[config.mk]
export PLATFORM = sky130hd
export DESIGN_NAME = pc_trace_buffer
export DESIGN_NICKNAME = d
export VERILOG_FILES = /design/src/rtl/pc_trace_pkg.sv /design/src/rtl/trace_ram.sv /design/src/rtl/pc_trace_buffer.sv
export SDC_FILE = /design/constraint.sdc
export NUM_CORES = 1
export LEC_CHECK = 0
export ABC_AREA = 0
export CAP_MARGIN = 20
export CORE_MARGIN = 3
export CORE_UTILIZATION = 30
export CTS_BUF_LIST = sky130_fd_sc_hd__clkbuf_16
export DETAILED_ROUTE_END_ITERATION = 10
export PLACE_DENSITY = 0.47
export SLEW_MARGIN = 10
export SYNTH_ARGS = -nofsm -noshare
export SYNTH_HDL_FRONTEND = slang
export SYNTH_SLANG_ARGS = --single-unit
[constraint.sdc]
create_clock -name clk -period 15.6 [get_ports clk]
set_input_delay 3.9 -clock clk [delete_from_list [all_inputs] [get_ports clk]]
set_output_delay 3.9 -clock clk [all_outputs]
set_load 0.02 [all_outputs]
[src/rtl/pc_trace_pkg.sv]
// Shared types and default parameter values for the PC trace buffer.
package pc_trace_pkg;

  // Capture until frozen or halted, drain the trace oldest-first, then park.
  typedef enum logic [1:0] {
    StCapture = 2'd0,
    StDrain   = 2'd1,
    StDone    = 2'd2
  } trace_state_e;

  localparam int unsigned PcWDefault        = 64;
  localparam int unsigned DepthDefault      = 16;
  localparam int unsigned StallLimitDefault = 8;

endpackage

[src/rtl/trace_ram.sv]
// Trace storage: Depth x Width registers, one synchronous write port and one
// combinational read port. Contents are not reset.
module trace_ram #(
  parameter int unsigned Width = 64,
  parameter int unsigned Depth = 16,
  localparam int unsigned Aw   = $clog2(Depth)
) (
  input  logic             clk,
  input  logic             i_we,
  input  logic [Aw-1:0]    i_waddr,
  input  logic [Width-1:0] i_wdata,
  input  logic [Aw-1:0]    i_raddr,
  output logic [Width-1:0] o_rdata
);

  logic [Width-1:0] r_mem [Depth];

  // Write the addressed entry on the rising edge.
  always_ff @(posedge clk) begin
    if (i_we) begin
      r_mem[i_waddr] <= i_wdata;
    end
  end

  assign o_rdata = r_mem[i_raddr];

endmodule

[src/rtl/pc_trace_buffer.sv]
// Program-counter trace buffer: records PC samples into a circular buffer,
// detects a halt (PC stuck for STALL_LIMIT repeats), then drains oldest-first.
// Optional feature macro PC_TRACE_FILTER_EN: when defined only changed PCs are
// recorded; otherwise every valid sample in CAPTURE is recorded.
module pc_trace_buffer
  import pc_trace_pkg::*;
#(
  parameter int unsigned PC_W        = PcWDefault,
  parameter int unsigned DEPTH       = DepthDefault,
  parameter int unsigned STALL_LIMIT = StallLimitDefault
) (
  input  logic                       clk,
  input  logic                       reset,
  input  logic [PC_W-1:0]            pc_in,
  input  logic                       pc_valid,
  input  logic                       freeze,
  input  logic                       rd_ready,
  output logic [PC_W-1:0]            rd_data,
  output logic                       rd_valid,
  output logic [$clog2(DEPTH+1)-1:0] count,
  output logic                       halted,
  output logic                       overflow,
  output logic [31:0]                cycle_cnt
);

  localparam int unsigned Aw = $clog2(DEPTH);
  localparam int unsigned Cw = $clog2(DEPTH + 1);
  localparam int unsigned Sw = $clog2(STALL_LIMIT + 1);

  trace_state_e    r_state;
  logic [Aw-1:0]   r_wr_ptr;
  logic [Cw-1:0]   r_count;
  logic [Sw-1:0]   r_stall_cnt;
  logic            r_have_last;
  logic [PC_W-1:0] r_last_pc;
  logic            r_halted;
  logic            r_overflow;
  logic [31:0]     r_cycle_cnt;

  logic            w_capture;
  logic            w_new;
  logic            w_repeat;
  logic            w_halt_hit;
  logic            w_wr_en;
  logic            w_pop;
  logic [Aw-1:0]   w_rd_addr;
  logic [PC_W-1:0] w_rd_data;

  assign w_capture = (r_state == StCapture);
  assign w_new     = pc_valid && (!r_have_last || (pc_in != r_last_pc));
  assign w_repeat  = pc_valid && r_have_last && (pc_in == r_last_pc);
  // The repeat that reaches the limit declares the halt; it is the loop being
  // re-observed, so it is not recorded as a trace entry.
  assign w_halt_hit = w_capture && w_repeat && (r_stall_cnt == Sw'(STALL_LIMIT - 1));

`ifdef PC_TRACE_FILTER_EN
  assign w_wr_en = w_capture && w_new;
`else
  assign w_wr_en = w_capture && pc_valid && !w_halt_hit;
`endif

  assign rd_valid = (r_state == StDrain) && (r_count != '0);
  assign w_pop    = rd_valid && rd_ready;
  // Power-of-two depth: truncation gives the modulo; count == DEPTH maps to wr_ptr.
  assign w_rd_addr = r_wr_ptr - r_count[Aw-1:0];
  assign rd_data   = rd_valid ? w_rd_data : '0;

  assign count     = r_count;
  assign halted    = r_halted;
  assign overflow  = r_overflow;
  assign cycle_cnt = r_cycle_cnt;

  trace_ram #(
    .Width (PC_W),
    .Depth (DEPTH)
  ) u_trace_ram (
    .clk     (clk),
    .i_we    (w_wr_en),
    .i_waddr (r_wr_ptr),
    .i_wdata (pc_in),
    .i_raddr (w_rd_addr),
    .o_rdata (w_rd_data)
  );

  // Capture/drain state machine with all bookkeeping registers.
  always_ff @(posedge clk) begin
    if (reset) begin
      r_state     <= StCapture;
      r_wr_ptr    <= '0;
      r_count     <= '0;
      r_stall_cnt <= '0;
      r_have_last <= 1'b0;
      r_last_pc   <= '0;
      r_halted    <= 1'b0;
      r_overflow  <= 1'b0;
      r_cycle_cnt <= '0;
    end else begin
      case (r_state)
        StCapture: begin
          if (r_cycle_cnt != '1) begin
            r_cycle_cnt <= r_cycle_cnt + 32'd1;
          end
          if (pc_valid) begin
            r_have_last <= 1'b1;
            r_last_pc   <= pc_in;
          end
          if (w_new) begin
            r_stall_cnt <= '0;
          end else if (w_repeat) begin
            r_stall_cnt <= r_stall_cnt + Sw'(1);
          end
          if (w_wr_en) begin
            r_wr_ptr <= r_wr_ptr + Aw'(1);
            if (r_count == Cw'(DEPTH)) begin
              r_overflow <= 1'b1;
            end else begin
              r_count <= r_count + Cw'(1);
            end
          end
          if (w_halt_hit) begin
            r_halted <= 1'b1;
          end
          if (w_halt_hit || freeze) begin
            r_state <= StDrain;
          end
        end
        StDrain: begin
          if (w_pop) begin
            r_count <= r_count - Cw'(1);
            if (r_count == Cw'(1)) begin
              r_state <= StDone;
            end
          end else if (r_count == '0) begin
            r_state <= StDone;
          end
        end
        StDone: begin
          r_state <= StDone;
        end
        default: begin
          r_state <= StCapture;
        end
      endcase
    end
  end

endmodule

==> flow_summary.ini, run 1 <==
[outcome]
status = finished, final reports clean

[route]
drtAntennaViolNets = 0
drc = 0
vias = 22370
detail_route.iter0.violations = 1679
dr.pass1.iters = 5
routed_via_density = 4.912
wl_um = 115800
drt-wirelength-per-cell_um = 25.42

[synth]
synth_area_leaders = edfxtp_1 (69%), mux4_2 (13%), dfxtp_1 (5.1%)
yosys.area.top_type = edfxtp_1
synth_top_area_share_pct = 69.04
async_flop_share_pct = 0
yosysSeqAreaShare_pct = 74.16
yosysWarnings = 0
syn-num-nets = 2407
synth_edf_count = 1024
synthFlopType = edfxtp_1
synth_cell_type_count = 51
avgSynthCellArea_um2 = 19.18
ys_seq_elements = 1138
syn-cell-area_mm2 = 0.04454
syn_inst = 2322

[pwr]
leakagePower_nw = 16.62
powerDensity_mw_per_mm2 = 179.8
vdd_ir_drop_max_uv = 166.9

[floorplan]
rows = 140
die_area_mm2 = 0.1531
die_h_um = 391.3
die_w_um = 391.3
core_mm2 = 0.1466
io_pins = 173
initial_utilization_pct = 30.38

[grt]
groute.usage.overall_pct = 15.05
overflow = 0
grt_busiest_layer = met2
use_met1_pct = 19.97
grt_pass1_wl_um = 166800
grt_max_degree = 153
grt_use_met3_pct = 3.610
antenna_found_initial = 19
grtUsageMet2_pct = 24.74
first_global_vias = 23670

[worst_setup_path]
worstPathMaxFanout = 52
worstPathArrival_ps = 5980
crit_path_end_kind = primary output
crit_type = register to primary output
required_ps = 11700
cp-start-kind = register

[timing]
skew_ps = 29.00
worstMarginPinSlew_ps = 1181
finalSetupViolations = 0
hold_viol = 0
finalCritPeriodShare_pct = 63.31
slew_headroom_pct = 21.27
fin_crit_ps = 9877
max_freq_mhz = 101.2
setup_tns_ps = 0
slew_viol_final = 0
rsz0062_at_grt = false

[final_layout]
seq_area_mm2 = 0.03303
multiInputGateArea_mm2 = 0.01103
final_cell_mix = edfxtp_1 (1024), mux4_2 (256), clkdlybuf4s50_1 (171)
layout-area-overhead-vs-synth_pct = 17.98
drive_gt1_share_pct = 19.38
fillerInstances = 13500
layout_commonest_cell = edfxtp_1
nNetsFinal = 2611
stdcell_area_mm2 = 0.05255

[clock_tree]
clock_latency_ps = 730
clk_pin_slew_ps = 60
cts_resized = 0
clockRootBuffer = clkbuf_16
htree_num_levels = 3
cts_buffers = 119
cts.path.max_buffers = 3
numClockSinks = 1138
cts.hold.buffers_added = 0
cts_tree = yes
cts_setup_buffers = 0

[placement]
dpl_cell_area_mm2 = 0.04862
hpwl_um = 60390
place_congestion = 0.7187
portBuffers = 172

[flow_run]
max-cap-violations = 0

[min_path]
hold_class = register to register
## stage by stage
stage                     hold WS, ps  total power, mW  util (%)  cells  setup WS (ps)
after floorplan                 440.2            5.821         -   2322           5722
after CTS                       467.1            9.607     35.83   4548           5404
after global routing            480.8            9.914     35.83   4548           5358
final                           466.2            9.449     35.84   4554           5723
after global placement          449.5            6.754     33.16   4322           6307
after detailed placement        459.1            6.773     33.16   4322           6270
## cells in the mapped netlist (2+ instances only)
library cell and count:
dfxtp_1 114, edfxtp_1 1024, or4_1 2, o21ai_1 2, nand3_1 12, inv_1 13
xor2_1 26, nor4_1 4, xnor2_1 74, mux4_2 256, buf_2 40, and2_1 5
ha_1 15, and4b_1 2, clkbuf_1 86, nor3_1 9, a21oi_1 78, or3_1 4
and4_4 2, a211oi_1 130, a31oi_2 2, nand2_1 150, mux2i_1 67, o21ai_0 4
buf_1 6, nor2_1 46, nand4_1 29, nand4b_1 2, mux2_1 2, nor2b_1 68
and3_1 25, buf_4 3, a31oi_1 2
## where the power goes
part	internal, mW	total, mW	switching (mW)	leakage, nW
combinational	1.40	3.14	1.74	4.44
sequential	3.45	3.49	0.0459	10.2
clock	1.62	2.82	1.20	2.01
## state kept, by name, indices dropped and copies added (netlist names)
name and count:
count 5, cycle_cnt 32, halted 1, overflow 1, r_have_last 1, r_last_pc 64, r_stall_cnt 4, r_state 2
r_wr_ptr 4, u_trace_ram.r_mem 1024
## area by class of cell
| type | instances | area share (%) |
|---|---|---|
| clock inverters | 105 | 1.679 |
| diodes | 6 | 0.02857 |
| clock buffers | 121 | 5.762 |
| multi-input cells | 1035 | 20.98 |
| flip-flops and latches | 1138 | 62.86 |
| inverters | 14 | 0.1000 |
| well taps | 1917 | 4.564 |
| repair buffers | 218 | 4.024 |
## critical path, stage by stage, from the launching register on
cell and delay (ps):
dfxtp_1 430, inv_1 170, ha_1 330, a21o_1 190
a21oi_1 250, xnor2_2 150, buf_4 700, buf_4 670
buf_4 710, a211oi_1 210, a211oi_1 670, clkdlybuf4s50_1 750
## path summary, 6_finish.rpt
| check | from | to | slack (ps) | cells after the start |
|---|---|---|---|---|
| max | count[1] | rd_data[57] | 5720 | 11 |
| min | r_last_pc[54] | r_last_pc[54] | 470 | 2 |
| max reg2reg | r_state[0] | u_trace_ram.r_mem[10][33] | 11320 | 11 |
| min reg2reg | r_last_pc[54] | r_last_pc[54] | 470 | 2 |
## logic make-up (layout without fill, tap and decap cells)
group                    Yosys count  after routing  synth area share (%)
flip-flops                      1138           1138                 74.16
AO/OA/AOI/OAI                    226            226                 3.374
other                              0              6                     0
AND/OR/NAND/NOR                  368            368                 4.141
buffers and inverters            149            458                 1.393
adder cells (fa/ha/maj)           16             16                0.4663
multiplexers                     325            325                 14.50
XOR/XNOR                         100            100                 1.966
## routing by layer
metal,up-vias,wire [um]
met5,-,113
met4,18,2252
met3,153,6725
met2,483,55910
met1,11910,50780
li1,9800,-
Note: power is estimated with default switching activity, not from simulation.
==> run 2: changes to the inputs <==
clock period = 10.2 ns   (was 15.6 ns; I/O delays follow)
==> run 2 against run 1 <==
- register-to-register slack got worse by 5300 ps
- sequential power grew 53%
- clock-buffer cell count rose by 15
- routed wire length up 1.7%
- critical endpoint is now rd_data[6]
- largest cell class unchanged
==> flow_summary.ini, run 2 (synthesized netlist as in run 1, its figures left out) <==
[route]
wl_um = 117800
detail_route.iter0.violations = 1614
dr.pass1.iters = 5
routed_via_density = 4.957
drtAntennaViolNets = 0
drc = 0
drt-wirelength-per-cell_um = 25.81
vias = 22620

[worst_setup_path]
crit_type = register to primary output
cp-start-kind = register
cp-endpoint = rd_data[6]
worstRegToRegCells = 11
r2r-end = u_trace_ram.r_mem[0][41]
crit_path_end_kind = primary output
r2r_slack_ps = 6040
worstPathMaxFanout = 47
rr_startpoint = r_state[0]
required_ps = 7650
worstPathArrival_ps = 5580
worst_setup_path_startpoint = r_wr_ptr[0]

[timing]
skew_ps = 22.89
slew_viol_final = 0
finalSetupViolations = 0
finalCritPeriodShare_pct = 79.67
setup_tns_ps = 0
worstMarginPinSlew_ps = 1075
max_freq_mhz = 123.1
fin_crit_ps = 8126
slew_headroom_pct = 27.87
hold_viol = 0
rsz0062_at_grt = false

[clock_tree]
cts_tree = yes
clockRootBuffer = clkbuf_16
clock_latency_ps = 750
htree_num_levels = 4
cts_buffers = 130
clk_pin_slew_ps = 60
cts_resized = 0
numClockSinks = 1138
cts.hold.buffers_added = 0
cts.path.max_buffers = 3
cts_setup_buffers = 0

[floorplan]
die_w_um = 391.3
die_area_mm2 = 0.1531
core_mm2 = 0.1466
initial_utilization_pct = 30.38
die_h_um = 391.3
io_pins = 173
rows = 140

[final_layout]
layout_commonest_cell = edfxtp_1
final_cell_mix = edfxtp_1 (1024), mux4_2 (256), clkdlybuf4s50_1 (171)
nNetsFinal = 2627
regMostFlops = u_trace_ram.r_mem
fillerInstances = 13500
layout-area-overhead-vs-synth_pct = 18.49
drive_gt1_share_pct = 19.66
final_cells = 4564
largest_reg_flops = 1024

[pwr]
powerDensity_mw_per_mm2 = 279.6
power.total_mw = 14.76
leakagePower_nw = 16.75
vdd_ir_drop_max_uv = 456.3

[placement]
dp.cells = 4327
hpwl_um = 64720
place_congestion = 0.7374
portBuffers = 172

[grt]
groute.usage.overall_pct = 15.54
grt_max_degree = 110
overflow = 0
first_global_vias = 24240
grt_pass1_wl_um = 173000
antenna_found_initial = 10

[flow_run]
max-cap-violations = 0

[outcome]
status = finished, final reports clean

[min_path]
hold_class = register to register
==> run 2: worst min path at each step <==
| stage | startpoint | slack, ps | cells past startpoint | endpoint |
|---|---|---|---|---|
| floorplan | r_have_last | 440 | 2 | r_have_last |
| global placement | r_have_last | 450 | 2 | r_have_last |
| detailed placement | r_last_pc[54] | 460 | 2 | r_last_pc[54] |
| CTS | r_last_pc[54] | 470 | 2 | r_last_pc[54] |
| global route | r_last_pc[4] | 480 | 2 | r_last_pc[4] |
| finish | r_last_pc[31] | 470 | 2 | r_last_pc[31] |
==> run 2: layer usage <==
| metal | global-route usage (%) | vias up | share of wire [%] |
|---|---|---|---|
| met3 | 3.178 | 173 | 4.8 |
| li1 | - | 9821 | - |
| met4 | 4.279 | 8 | 2.0 |
| met5 | 0 | - | 0.043 |
| met2 | 25.44 | 561 | 48 |
| met1 | 21.00 | 12060 | 45 |
==> run 2: per-stage QoR <==
step | instance area, um^2 | worst slack, ps | hold slack (ps) | util (%)
after floorplan | 44540 | 1672 | 440.2 | -
after global placement | 48670 | 2665 | 453.0 | 33.20
after detailed placement | 48670 | 2764 | 459.5 | 33.20
after CTS | 52770 | 1906 | 467.3 | 35.99
after global routing | 52770 | 1761 | 482.8 | 35.99
final | 52780 | 2074 | 465.1 | 36.00
==> run 2: final cells by class <==
| class | count | area, um^2 | share of cell area, % |
|---|---|---|---|
| diodes | 2 | 5.005 | 0.009483 |
| clock buffers | 136 | 3403 | 6.448 |
| clock inverters | 99 | 695.7 | 1.318 |
| inverters | 14 | 52.55 | 0.09957 |
| multi-input cells | 1035 | 11030 | 20.89 |
| flip-flops and latches | 1138 | 33030 | 62.59 |
| well taps | 1917 | 2399 | 4.545 |
| repair buffers | 223 | 2165 | 4.101 |
==> run 2: worst max-delay path, cell delays in order, from the launching register on <==
cell             delay (ps)
dfxtp_1                 420
inv_1                   140
ha_4                    190
fa_4                   1200
buf_4                   720
mux4_2                  340
nor2b_1                 130
a211oi_1                 60
a211oi_1                840
clkdlybuf4s50_1         760
==> run 2: power breakdown <==
part / internal, mW / switching [mW]
Combinational: 2.14 / 2.80
Sequential: 5.27 / 0.0741
Clock: 2.59 / 1.87
Total: 10.0 / 4.75
